File: config.mk
export PLATFORM = sky130hd
export DESIGN_NAME = seven_divider_ctrl
export DESIGN_NICKNAME = d
export VERILOG_FILES = /design/src/rtl/seven_divider_ctrl.sv
export SDC_FILE = /design/constraint.sdc
export NUM_CORES = 1
export LEC_CHECK = 0
export CORE_MARGIN = 2
export CORE_UTILIZATION = 50
export CTS_BUF_LIST = sky130_fd_sc_hd__clkbuf_8
export CTS_CLUSTER_DIAMETER = 40
export DETAILED_ROUTE_END_ITERATION = 16
export PLACE_DENSITY_LB_ADDON = 0.08
export SYNTH_ARGS = -nofsm -noshare
export SYNTH_HDL_FRONTEND = slang
export SYNTH_SLANG_ARGS = --single-unit
export TNS_END_PERCENT = 30
File: constraint.sdc
create_clock -name clk -period 2.76 [get_ports clk]
set_input_delay 0.552 -clock clk [delete_from_list [all_inputs] [get_ports clk]]
set_output_delay 0.552 -clock clk [all_outputs]
set_load 0.02 [all_outputs]
File: src/rtl/seven_divider_ctrl.sv
// ----------------------------------------------------------------------------
// seven_divider_ctrl
//
// Unsigned 7-bit restoring divider controller. It shares one external
// combinational seven_subtractor and issues one trial subtraction per cycle.
// A start/done handshake returns quotient and remainder after 8 cycles; a
// zero divisor returns after 2 cycles with the div_by_zero flag set.
//
// Ports
//   clk          rising-edge clock
//   reset        asynchronous, active-high; clears all state
//   start        request, sampled only in IDLE
//   dividend     7-bit unsigned dividend, sampled on the accepting edge
//   divisor      7-bit unsigned divisor, sampled on the accepting edge
//   sub_a        subtractor operand a (trial value), zero outside CALC
//   sub_b        subtractor operand b (divisor), zero outside CALC
//   sub_diff     subtractor result, 14-bit sign-extended a-b
//   busy         high in CALC and DONE
//   done         one-cycle pulse, results valid while high
//   quotient     registered quotient, held until the next done
//   remainder    registered remainder, held until the next done
//   div_by_zero  registered flag, updated together with done
//   state_dbg    current FSM state (0=IDLE, 1=CALC, 2=DONE)
//
// Handshake: start is sampled only while busy is low; a request seen in CALC
// or DONE is dropped, not queued. done is high for exactly one cycle and the
// result outputs are already valid in that cycle.
// ----------------------------------------------------------------------------
module seven_divider_ctrl (
    input  logic        clk,
    input  logic        reset,
    input  logic        start,
    input  logic [6:0]  dividend,
    input  logic [6:0]  divisor,
    output logic [6:0]  sub_a,
    output logic [6:0]  sub_b,
    input  logic [13:0] sub_diff,
    output logic        busy,
    output logic        done,
    output logic [6:0]  quotient,
    output logic [6:0]  remainder,
    output logic        div_by_zero,
    output logic [1:0]  state_dbg
);

    typedef enum logic [1:0] {
        IDLE = 2'd0,
        CALC = 2'd1,
        DONE = 2'd2
    } state_t;

    state_t      state;
    state_t      state_next;

    logic [6:0]  q_reg;     // dividend shift register, collects quotient bits
    logic [6:0]  d_reg;     // divisor
    logic [6:0]  r_reg;     // partial remainder
    logic [2:0]  count;     // bit index of the current step
    logic        dz_pend;   // divide-by-zero result waiting in q_reg/r_reg

    logic [6:0]  trial;
    logic        ovf;
    logic        borrow;
    logic        take;
    logic [6:0]  r_step;
    logic [6:0]  q_step;

    // One restoring step. The subtractor result is sign-extended, so any set
    // bit above bit 6 means the trial subtraction went negative.
    always_comb begin
        trial  = {r_reg[5:0], q_reg[6]};
        ovf    = r_reg[6];
        borrow = |sub_diff[13:7];
        // With ovf set the true trial is 128+trial >= divisor, so the
        // subtraction always succeeds and its low 7 bits are exact.
        take   = ovf | ~borrow;
        r_step = take ? sub_diff[6:0] : trial;
        q_step = {q_reg[5:0], take};
    end

    // State register
    always_ff @(posedge clk or posedge reset) begin
        if (reset) begin
            state <= IDLE;
        end else begin
            state <= state_next;
        end
    end

    // Next-state logic. A zero divisor still passes through one CALC cycle
    // (with the step suppressed) so that done arrives 2 cycles after accept.
    always_comb begin
        state_next = state;
        case (state)
            IDLE:    if (start) state_next = CALC;
            CALC:    if (count == 3'd0) state_next = DONE;
            DONE:    state_next = IDLE;
            default: state_next = IDLE;
        endcase
    end

    // Output logic
    always_comb begin
        busy      = 1'b0;
        done      = 1'b0;
        sub_a     = 7'd0;
        sub_b     = 7'd0;
        state_dbg = state;
        case (state)
            CALC: begin
                busy = 1'b1;
                if (!dz_pend) begin
                    sub_a = trial;
                    sub_b = d_reg;
                end
            end
            DONE: begin
                busy = 1'b1;
                done = 1'b1;
            end
            default: ;
        endcase
    end

    // Datapath registers
    always_ff @(posedge clk or posedge reset) begin
        if (reset) begin
            q_reg       <= 7'd0;
            d_reg       <= 7'd0;
            r_reg       <= 7'd0;
            count       <= 3'd0;
            dz_pend     <= 1'b0;
            quotient    <= 7'd0;
            remainder   <= 7'd0;
            div_by_zero <= 1'b0;
        end else begin
            case (state)
                IDLE: begin
                    if (start) begin
                        if (divisor != 7'd0) begin
                            q_reg   <= dividend;
                            d_reg   <= divisor;
                            r_reg   <= 7'd0;
                            count   <= 3'd6;
                            dz_pend <= 1'b0;
                        end else begin
                            q_reg   <= 7'h7F;
                            d_reg   <= 7'd0;
                            r_reg   <= dividend;
                            count   <= 3'd0;
                            dz_pend <= 1'b1;
                        end
                    end
                end
                CALC: begin
                    if (!dz_pend) begin
                        q_reg <= q_step;
                        r_reg <= r_step;
                    end
                    if (count == 3'd0) begin
                        // Publish on entry to DONE so results are valid
                        // in the done cycle itself.
                        quotient    <= dz_pend ? q_reg : q_step;
                        remainder   <= dz_pend ? r_reg : r_step;
                        div_by_zero <= dz_pend;
                    end else begin
                        count <= count - 3'd1;
                    end
                end
                default: ;
            endcase
        end
    end

endmodule
# --- After elaboration in Yosys (flattened, before gate mapping) ---
# Index checks and enable logic that the tools add are counted.
op_classes:
  addsub: 1
  n_eq_ne: 5
  mux: 24
  bitwise_logic: 2
  n_reduce_logical: 11
ops:
  columns: ["op", "count"]
  rows:
  - ["$mux W7", 12]
  - ["$pmux W7 S2", 2]
  - ["$mux W3", 3]
  - ["$reduce_and A2 Y1", 4]
  - ["$reduce_bool A7 Y1", 1]
  - ["$reduce_or A7 Y1", 1]
  - ["$ne A2 B2 Y1 const B", 3]
  - ["$pmux W3 S2", 1]
  - ["$mux W2", 2]
  - ["$pmux W2 S2", 1]
  - ["$logic_not A3 Y1", 1]
  - ["$mux W1", 3]
  - ["$reduce_and A3 Y1", 1]
  - ["$sub A3 B1 Y3 const B", 1]
  - ["$eq A2 B1 Y1 const B", 1]
  - ["$eq A2 B2 Y1 const B", 1]
  - ["$logic_not A2 Y1", 1]
  - ["$reduce_bool A2 Y1", 1]
  - ["$reduce_or A2 Y1", 1]
  - ["$not A1 Y1", 1]
  - ["$or A1 B1 Y1", 1]
totals:
  regBits: 42
  input_bits: 31
  out_inout_bits: 33
  wordCells: 52

# --- Longest topological paths before layout ---
logic_depth:
  depth_word: 6
  ltp_mapped: 8
  depth_no_buf: 6

# --- Worst setup path before layout ---
# Ideal clock, no wire load.
synth_path:
  path_type: "register to output"
  startpoint: "register state[1] (netlist: state_dbg[1])"
  endpoint: "output sub_a[2]"
  arrival_ps: 1724
  t_required_ps: 2208
  slack_ps: 484
  stages_incl_launch_ff: 8
  path_buffers: 2
  cell_sequence: "dfrtp_1 inv_1 ha_1 clkbuf_1 inv_1 nor2_1 clkbuf_1 and2_1"
synth_between:
  elab_chain_cells: 2
synth_lines:
  columns: ["item", "line_no", "rtl"]
  rows:
  - ["from (decl)", "52", "state_t state;"]
  - ["from (signal assigned)", "86", "state <= state_next;"]
  - ["$eq A2 B1 Y1", "109", "case (state)"]
  - ["$mux W7", "109", null]
  - ["to (decl)", "35", "output logic [6:0] sub_a,"]
# No other way between the ends.

# --- Final worst setup path ---
layout_path:
  startpoint: "register state[1] (netlist: state_dbg[1])"
  endpoint: "output sub_b[6]"
layout_between:
  elab_chain_cells: 2
layout_lines:
  columns: ["item", "line_no", "rtl"]
  rows:
  - ["$eq A2 B1 Y1", "109", null]
  - ["$mux W7", "109", null]
  - ["to (decl)", "36", "output logic [6:0] sub_b,"]
# No other way between the ends.

==> summary.md <==
| Metric | Value |
|---|---|
| GPL Wtd Cong | 0.791 |
| Setup WS post-layout | 0.123 ns |
| Net Count, Synth | 272 |
| # H-tree levels | 2 |
| Total power | 3090 uW |
| Worst vdd ir | 857 uV |
| Status | complete, no violations |
| CTS tree | yes |
| DRC errors left | 0 |
| Clk root buf | clkbuf_8 |
| Mean post-synth cell area | 9.80 um2 |
| Static Leak | 0.00141 uW |
| Final WL | 5.41 mm |
| Setup Viol. Count Final | 0 |
| FF+latch count, synth | 42 |
| Cell count after synthesis | 234 |
| Worst hold path type | register to register |
| Min Tclk post-route | 2.64 ns |
| Distinct cells, synth | 36 |
| First-pass DRT Iterations | 6 |
| Clock Pin Slew Worst Setup and Hold Paths | 0.08 ns |
| Final period utilization | 0.955 |
| Area growth, synth to finish | 34.8% |
| GRT Total Usage | 0.229 |
| End of the critical path | sub_b[6] |
| Slew Limit Fails | 0 |
| FF-to-FF End | r_reg[0] |
| RSZ-0062 raised after global routing | no |
| Dominant cells by area after synthesis | dfrtp_1 46%, nand2_1 5.9%, mux2_2 5.4%, o21ai_0 4.8%, and2_1 4.1% |
| Critical path class | register to primary output |
| Clk_lat worst skew | 0.30 ns |
| Row cnt | 24 |
| Post CTS Setup Buffer Count | 0 |
| Nets | 338 |
| Vias after detailed routing | 1984 |
| Crit path from | state_dbg[1] |
| Final hold vios | 0 |
| Tightest Pin Transition | 0.539 ns |
| Maxcap violations | 0 |
| Crit path largest cell delay | 0.61 ns |
| Fmax | 0.379 GHz |
| Initial Utilization | 0.523 |
| Die Ht | 71.7 um |
| First-pass GRT wire length | 9.22 mm |
| Clock Sinks | 42 |
| Number of DRC markers in iteration 0 | 257 |
| PortBufs | 63 |
| Mapped Area | 0.00229 mm2 |
| Crit path buf inv count | 4 |
| Vias per inst | 5.62 |
| DPL Wire Length | 3.84 mm |
| Wire per inst | 15.3 um |
| Yosys top cell area share | 0.458 |
| Worst EP arrival | 2.08 ns |
| Hold path cells | 2 |
| CP Depth | 7 |
| Largest net degree at the start of global routing | 43 |
| Pwr dens | 999 mW/mm2 |
| Fraction of layout cells with a size suffix above 1 | 0.126 |
| Slew HR | 0.641 |
| Startpoint Class | register |
| Multi-input combinational cell area | 0.00110 mm2 |
| Post-synthesis sequential area ratio | 0.458 |
| Max stage delay cell, worst path | clkdlybuf4s50_1 |
| Global-route congestion overflow total | 0 |
| Core area | 0.00438 mm2 |
| Dominant cell type by area after synthesis | dfrtp_1 |
| Reg2Reg Setup Slack | 0.79 ns |
| Crit path top cell by count | inv_1 |
| Final-layout fill cell count | 353 |
| Post-route ant nets | 0 |
| Max FO, Critical Path | 14 |
| Top Family by Delay on Critical Path | buffers and inverters |
| Post-Place Setup Slack | 0.0951 ns |
| Initial antenna violation count | 0 |
| Vias in the first global route | 1945 |
| Inserted Diodes | 0 |
| Synth warn | 0 |
| Setup tns final | 0 ns |
| Reg2reg start | state_dbg[1] |
| Die area | 0.00514 mm2 |
| Sequential Area | 0.00105 mm2 |
| Worst EP required | 2.21 ns |
| Crit end category | primary output |
| Worst R2R Path Depth | 8 |
| Clock buffer count from CTS | 5 |
| CP Cell Sequence | inv_1 > ha_1 > inv_1 > nor2_1 > buf_4 > and2_1 > clkdlybuf4s50_1 |
| Die X | 71.7 um |
| CTS Buffer Depth | 2 |
| Num ports | 64 |
| Layout Skew | 0.00473 ns |
## stage by stage
step | hold slack, ns | util | instances | cell area (um2)
CTS | 0.487 | 0.703 | 353 | 3080
global route | 0.502 | 0.705 | 353 | 3090
finish | 0.481 | 0.705 | 353 | 3090
floorplan | 0.460 | - | 234 | 2290
global placement | 0.461 | 0.682 | 345 | 2990
detailed placement | 0.469 | 0.682 | 345 | 2990
## synthesized netlist by cell type (all sizes together)
library cell / instances
o41a: 1
a21o: 1
o31ai: 2
or3: 1
ha: 7
a221oi: 1
nor4: 1
o221a: 1
mux2: 11
o41ai: 6
or2: 1
o21ai: 23
a222oi: 6
nand2b: 1
nor3: 2
inv: 16
nor2: 6
buf: 4
a22o: 6
and2: 15
o22ai: 3
a221o: 6
dfrtp: 42
mux2i: 7
a21oi: 11
nand2: 36
or4: 3
nor2b: 3
clkbuf: 11
## timing repair
action / 4_1_cts / 5_1_grt
hold buffers: 0 / 0
gates resized for setup: 0 / 3
setup endpoints to repair: 0 / 3
## worst reg2reg max path, stage by stage, from the launching register on
cell,delay [ns]
dfrtp_1,0.40
inv_1,0.11
ha_1,0.20
buf_4,0.20
mux2i_1,0.19
nor2_1,0.06
buf_4,0.17
and2_1,0.22
a221o_1,0.32
## logic make-up (layout without fill, tap and decap cells)
logic type,count (synthesis),in the layout,synth area share
adders and majority gates,7,7,0.0382
buffers and inverters,31,98,0.0611
and+or+nand+nor,69,69,0.145
AOI/OAI and AO/OA,67,67,0.213
DFF,42,42,0.458
muxes,18,18,0.0846
## how the worst min path moves through the flow
stage            startpoint      endpoint
6_report        quotient[0]   quotient[0]
5_1_grt        remainder[3]  remainder[3]
4_1_cts         quotient[3]   quotient[3]
3_5_place_dp   remainder[3]  remainder[3]
3_3_place_gp   remainder[0]  remainder[0]
2_1_floorplan      q_reg[1]      q_reg[1]
## layer usage
layer,routed length [um],global-route usage
met4,73,0.0797
met1,2420,0.321
met2,2540,0.350
met5,0,0
met3,367,0.0534
## power by group
| part | internal (uW) | switching [uW] | total, uW |
|---|---|---|---|
| registers | 876 | 171 | 1050 |
| clock network | 198 | 210 | 408 |
| logic | 781 | 850 | 1630 |
| total | 1860 | 1230 | 3090 |
## placed cells by master (no fill, tap or decap)
cell	n
clkdlybuf4s50_1	60
dfrtp_1	42
nand2_1	36
o21ai_0	22
inv_1	17
and2_1	15
mux2_2	11
a21oi_1	11
buf_4	11
mux2i_1	7
ha_1	7
nor2_1	6
a222oi_1	6
o41ai_1	6
a221o_1	6
clkbuf_8	6
nor2b_1	3
a22o_1	3
a22o_2	3
dlymetal6s2s_1	3
or4_1	2
nor3_1	2
o22ai_1	2
o31ai_1	2
or4_4	1
o41a_4	1
a21o_2	1
or3_1	1
o21ai_1	1
a221oi_1	1
o22ai_2	1
or2_2	1
o221a_2	1
nand2b_1	1
nor4_1	1
clkinv_2	1
## layout make-up
type | instances | area share
Sequential cell | 42 | 0.340
Inverter | 16 | 0.0194
Multi-Input combinational cell | 161 | 0.357
Clock inverter | 2 | 0.00283
Tap cell | 52 | 0.0211
Clock buffer | 6 | 0.0267
Timing Repair Buffer | 74 | 0.233
No activity file was read; power rests on OpenSTA's default activity.
